`config.mk`:
```
export PLATFORM = sky130hd
export DESIGN_NAME = booth_final_adder
export DESIGN_NICKNAME = d
export VERILOG_FILES = /design/src/rtl/booth_final_adder.sv
export SDC_FILE = /design/constraint.sdc
export NUM_CORES = 1
export LEC_CHECK = 0
export CELL_PAD_IN_SITES_DETAIL_PLACEMENT = 1
export CELL_PAD_IN_SITES_GLOBAL_PLACEMENT = 1
export CORE_MARGIN = 1
export CORE_UTILIZATION = 35
export DETAILED_ROUTE_END_ITERATION = 10
export GPL_TIMING_DRIVEN = 0
export PLACE_DENSITY_LB_ADDON = 0.1
export SLEW_MARGIN = 20
export SYNTH_ARGS = -nofsm -noshare
export SYNTH_HDL_FRONTEND = slang
export SYNTH_SLANG_ARGS = --single-unit
export TNS_END_PERCENT = 50
```
`constraint.sdc`:
```
create_clock -name sys_clk -period 2.2 [get_ports sys_clk]
set_input_delay 0.55 -clock sys_clk [delete_from_list [all_inputs] [get_ports sys_clk]]
set_output_delay 0.55 -clock sys_clk [all_outputs]
set_load 0.02 [all_outputs]
```
`src/rtl/booth_final_adder.sv`:
```
// Final carry-propagate adder for the radix-16 Booth multiplier.
// Two-stage valid/ready pipe; the add is split at the half-word boundary.
module booth_final_adder #(
  parameter int LENGTH = 32
) (
  input  logic                  sys_clk,
  input  logic                  sys_rst_n,
  input  logic                  in_valid,
  output logic                  in_ready,
  input  logic [LENGTH*2-1:0]   C,
  input  logic [LENGTH*2-1:0]   D,
  input  logic                  Co,
  output logic                  out_valid,
  input  logic                  out_ready,
  output logic [LENGTH*2-1:0]   P,
  output logic                  ovf
);

  localparam int L = LENGTH;
  localparam int W = LENGTH*2;

  typedef struct packed {
    logic [L:0]   lo;
    logic [L-1:0] dhi;
    logic [L-1:0] ahi;
    logic         xtra;
  } s1_t;

  typedef struct packed {
    logic [W-1:0] p;
    logic         ovf;
  } s2_t;

  s1_t  s1_q, s1_d;
  s2_t  s2_q, s2_d;
  logic s1_v_q, s1_v_d;
  logic s2_v_q, s2_v_d;

  logic [W-1:0] a;
  logic         accept;
  logic         s2_load;
  logic         consume;
  logic [L:0]   hi_sum;

  // C bit i carries weight 2^(i+1); its top bit falls off the product.
  assign a = {C[W-2:0], 1'b0};

  assign s2_load  = s1_v_q && (!s2_v_q || out_ready);
  assign in_ready = !s1_v_q || s2_load;
  assign accept   = in_valid && in_ready;
  assign consume  = s2_v_q && out_ready;

  assign hi_sum = {1'b0, s1_q.dhi}
                + {1'b0, s1_q.ahi}
                + {{L{1'b0}}, s1_q.lo[L]};

  always_comb begin
    s1_d   = s1_q;
    s2_d   = s2_q;
    s1_v_d = s1_v_q;
    s2_v_d = s2_v_q;

    if (accept) begin
      s1_d.lo   = {1'b0, D[L-1:0]} + {1'b0, a[L-1:0]};
      s1_d.dhi  = D[W-1:L];
      s1_d.ahi  = a[W-1:L];
      s1_d.xtra = C[W-1] | Co;
      s1_v_d    = 1'b1;
    end else if (s2_load) begin
      s1_v_d    = 1'b0;
    end

    if (s2_load) begin
      s2_d.p   = {hi_sum[L-1:0], s1_q.lo[L-1:0]};
      s2_d.ovf = hi_sum[L] | s1_q.xtra;
      s2_v_d   = 1'b1;
    end else if (consume) begin
      s2_v_d   = 1'b0;
    end
  end

  always_ff @(posedge sys_clk or negedge sys_rst_n) begin
    if (!sys_rst_n) begin
      s1_q   <= '0;
      s2_q   <= '0;
      s1_v_q <= 1'b0;
      s2_v_q <= 1'b0;
    end else begin
      s1_q   <= s1_d;
      s2_q   <= s2_d;
      s1_v_q <= s1_v_d;
      s2_v_q <= s2_v_d;
    end
  end

  assign out_valid = s2_v_q;
  assign P         = s2_q.p;
  assign ovf       = s2_q.ovf;

endmodule

```
# Word level (Yosys, flattened, before mapping)
# Cells that the tools add are included.
[op_classes]
addsub = 3
n_mux = 4
bitwise_logic = 2
n_reduce_logical = 9
[ops]
columns = ["operator", "count"]
rows = [
  ["$add A32 B32 Y33", 2],
  ["$add A33 B1 Y33", 1],
  ["$mux W1", 4],
  ["$reduce_bool A2 Y1", 2],
  ["$logic_and A1 B1 Y1", 3],
  ["$logic_not A1 Y1", 2],
  ["$logic_or A1 B1 Y1", 2],
  ["$or A1 B1 Y1", 2],
]
[word_totals]
regBits = 165
input_bits = 133
out_inout_bits = 67
wordCells = 26

# Logic depth before layout (Yosys ltp)
[depth]
word_depth = 6
mapped_depth = 11
mapped_depth_nobuf = 11

# Least setup slack after synthesis
# No wires, ideal clock.
[synth_timing]
kind = "input to register"
from = "in C[0]"
to = "reg s1_q[94] (netlist name)"
setup_time_ns = 0.124
t_arrival_ns = 2.711
required_ns = 2.076
slack_ns = -0.634
stages = 9
n_path_buf = 0
path_cell_list = "ha_1 fa_1 a211oi_2 o21bai_1 a21oi_2 o31ai_4 a2111o_1 a31o_1 a211o_1"
[synth_between]
elab_chain_len = 1
[synth_rtl]
columns = ["item", "line_no", "source"]
rows = [
  ["start: declaration", "10", "input logic [LENGTH*2-1:0] C,"],
  ["$add A32 B32 Y33", "64", "s1_d.lo = {1'b0, D[L-1:0]} + {1'b0, a[L-1:0]};"],
  ["end signal: assignment", "84", "s1_q <= '0;"],
  ["end signal: assignment", "89", "s1_q <= s1_d;"],
  ["end: declaration", "34", "s1_t s1_q, s1_d;"],
]
# No other way between the ends.
# A chain may end at the register's enable or synchronous reset.

# Worst setup path in the final report
[layout_timing]
from = "reg s1_q[97] (netlist name)"
to = "reg s2_q, in the netlist P[62]"
[layout_between]
elab_chain_len = 1
[layout_rtl]
columns = ["item", "line_no", "source"]
rows = [
  ["$add A33 B1 Y33", "55", "+ {{L{1'b0}}, s1_q.lo[L]};"],
  ["end signal: assignment", "85", "s2_q <= '0;"],
  ["end signal: assignment", "90", "s2_q <= s2_d;"],
  ["end: declaration", "35", "s2_t s2_q, s2_d;"],
]
# No other way between the ends.

==> results.ini <==
[route]
drc_errors = 28
ant_nets = 0
wl_um = 31900
wire_per_inst_um = 18.4
vias_per_cell = 5.19
drt_pass1_iterations = 7
drt-initial-drc-count = 460
vias = 9010

[synth]
synth-compound-area-share = 0.179
synthSimpleGateAreaFrac = 0.226
ys_ff_latch = 165
synth_mux_area_frac = 0.00226
synth-adder-area-share = 0.0887
synth_top_area_frac = 0.438
synth_area_um2 = 9430
ys.flop_type = dfrtp_1
yosysMostFrequentCell = nand2_1
syn_nets = 1307
syn_inst = 1109
synth_edf_count = 0
syn_area_per_cell_um2 = 8.50
ys_seq_area_frac = 0.438
synth_area_leaders = dfrtp_1, nand2_1, ha_1
synthArstFlopShare = 1.00
synth.distinct_cells = 69
ys_warn_count = 0
yosysTopAreaCell = dfrtp_1
synth_top_family_by_area = simple AND/OR/NAND/NOR gates
yosys-top-cells-count = nand2_1, dfrtp_1, o21ai_0
synth_xor_xnor_area_share = 0.0390

[clocking]
htreeDepth = 4
ctsRootBufferMaster = clkbuf_16
clk_latency_ps = 440
cts.sinks = 165
numCtsBuffers = 17
clockBufferDepth = 2
cts_tree = yes
ctsHoldBuffers = 0
clk_pin_slew_ps = 70

[global_routing]
overflow = 0
grt_pass1_wl_um = 50700
track_usage = 0.231
grt_pass1_vias = 9554
grt_antenna_before_repair = 3
grt_max_degree = 71

[critical_path]
arrival_ps = 2930
cp_top_family = compound AO/OA/AOI/OAI gates
cp-start-kind = register
cp.required_ps = 2500
path_cells = fa_2 > inv_2 > fa_2 > nand2b_4 > a21oi_4 > o211ai_1 > buf_4 > nand3_4 > and2_4 > a221o_1 > mux2i_1 > o311ai_1
worst_path_most_repeated_cell = fa_2
critPathKind = register to register
worst_setup_path_end_kind = register
cp_max_fo = 3
slowest_stage = fa_2
path_buf_inv = 2
slowest_delay_ps = 420

[pwr]
p_comb_frac = 0.415
clkPwrFrac = 0.244
power.density_nw_per_um2 = 884
p_sw_w = 0.00460
p_leak_nw = 6.41
seq_power_share = 0.341
internal-power_w = 0.00770
swShare = 0.374
irDropWorstVdd_v = 0.000556
finalPower_w = 0.0123

[die]
start_util = 0.360
coreArea_um2 = 26200
fp-row-count = 59
pin_count = 200
die_area_um2 = 27600
die_h_um = 166
dieWidth_um = 166

[cells_and_area]
nFillCells = 2962
drive_above_1_share = 0.204
fin_area_um2 = 13900
final_util = 0.531
fin_nets = 1585
syn_to_final_growth_pct = 47.5

[sta]
final.setup.tns_ps = -7600
tightestPinTransition_ps = 618
finalHoldViolCount = 0
slew_headroom = 0.588
fin_crit_ps = 2630
finalClockSkew_ps = 13.1
timing.fmax_mhz = 380
slew_violations = 0
rsz0062_at_grt = true
finalSetupViolations = 37
finalWorstSetupSlack_ps = -434
timing.final.crit_share = 1.20

[placed_design]
postPlaceCellArea_um2 = 12000
pre_cts_slack_ps = -1210
gp_congestion = 0.868
dp_hpwl_um = 22500
portBuffers = 199

[status]
outcome = complete, but fails checks
violations = DRC, setup timing

[hold_path]
hold_path_class = input pin to asynchronous set/reset pin

[flow_run]
drv_cap = 0

-- kinds of logic (layout without fill, tap and decap cells) --
group                    Yosys count  after routing
adder cells (fa/ha/maj)           65             65
AND/OR/NAND/NOR                  506            506
other                              0              1
XOR/XNOR                          42             42
AO/OA/AOI/OAI                    262            262
multiplexers                       2              2
buffers and inverters             67            358
flip-flops                       165            165
-- worst paths after layout --
check / end / depth (start not counted) / startpoint / slack [ps]
max: P[62]$_DFFE_PN0P_ / 12 / s1_q[97]$_DFFE_PN0P_ / -430
min: s1_q[42]$_DFFE_PN0P_ / 1 / sys_rst_n / 2
max reg2reg: P[62]$_DFFE_PN0P_ / 12 / s1_q[97]$_DFFE_PN0P_ / -430
min reg2reg: P[7]$_DFFE_PN0P_ / 2 / s1_q[72]$_DFFE_PN0P_ / 470
max in group asynchronous: s1_q[66]$_DFFE_PN0P_ / 3 / sys_rst_n / 1210
min in group sys_clk: s1_q[66]$_DFFE_PN0P_ / 4 / D[1] / 420
-- registers in the layout, indices dropped and copies added, names as in the netlist --
register	count
out_valid	1
P	64
s1_v_q	1
s1_q	98
ovf	1
-- placed cells by master, fill, tap and decap left out, drive strengths merged, types with 3 or more instances in the layout --
| master | instances |
|---|---|
| nand2 | 387 |
| dfrtp | 165 |
| clkdlybuf4s50 | 163 |
| buf | 97 |
| o21ai | 82 |
| a21oi | 62 |
| ha | 62 |
| clkbuf | 57 |
| a21o | 34 |
| nor2 | 25 |
| nand3 | 24 |
| inv | 23 |
| xnor2 | 22 |
| xor2 | 20 |
| nand4 | 14 |
| nor3 | 13 |
| o21bai | 12 |
| and2 | 10 |
| a211oi | 10 |
| dlygate4sd2 | 8 |
| o31ai | 8 |
| o211ai | 7 |
| nand2b | 7 |
| o21a | 7 |
| a31oi | 6 |
| and3 | 5 |
| nor3b | 5 |
| a211o | 4 |
| nor2b | 4 |
| a31o | 4 |
| fa | 3 |
| clkinvlp | 3 |
| o311ai | 3 |
| o2111ai | 3 |
-- worst reg2reg max path, stage by stage (launching register included) --
cell and delay [ps]:
dfrtp_1 410, fa_2 420, inv_2 80, fa_2 210, nand2b_4 140, a21oi_4 60
o211ai_1 170, buf_4 170, nand3_4 100, and2_4 150, a221o_1 320, mux2i_1 160
o311ai_1 110
-- metal layers --
layer / GRT usage / part of all wire
met1: 0.281 / 0.42
met2: 0.420 / 0.52
met3: 0.0408 / 0.039
met4: 0.0610 / 0.018
met5: 0 / 0.00053
-- timing repair --
item	in CTS	in global routing
setup buffers	46	25
endpoints found under the setup margin	161	126
pin swaps	79	81
gates resized for setup	220	115
-- power groups by stage --
stage	clock [W]	combinational [W]	sequential, W
after detailed placement	0	0.00438	0.00425
after global placement	0	0.00429	0.00425
after CTS	0.00306	0.00480	0.00420
final	0.00300	0.00510	0.00419
after floorplan	0	0.00205	0.00462
after global routing	0.00318	0.00554	0.00429
-- through the flow --
stage,hold slack (ps),std cells
3_3_place_gp,447,1643
6_report,1.90,1736
2_1_floorplan,254,1109
5_1_grt,20.4,1735
3_5_place_dp,453,1645
4_1_cts,14.8,1716
-- layout make-up --
| class | count | area (um2) | area share |
|---|---|---|---|
| Clock buffer | 18 | 439 | 0.0316 |
| Sequential cell | 165 | 4130 | 0.297 |
| Tap cell | 335 | 419 | 0.0301 |
| Clock inverter | 14 | 140 | 0.0101 |
| Buffer | 41 | 184 | 0.0132 |
| Timing Repair Buffer | 270 | 2590 | 0.186 |
| Multi-Input combinational cell | 877 | 5940 | 0.427 |
| Inverter | 15 | 58.8 | 0.00423 |
| Antenna cell | 1 | 2.50 | 0.000180 |
(Power assumes the default switching activity.)
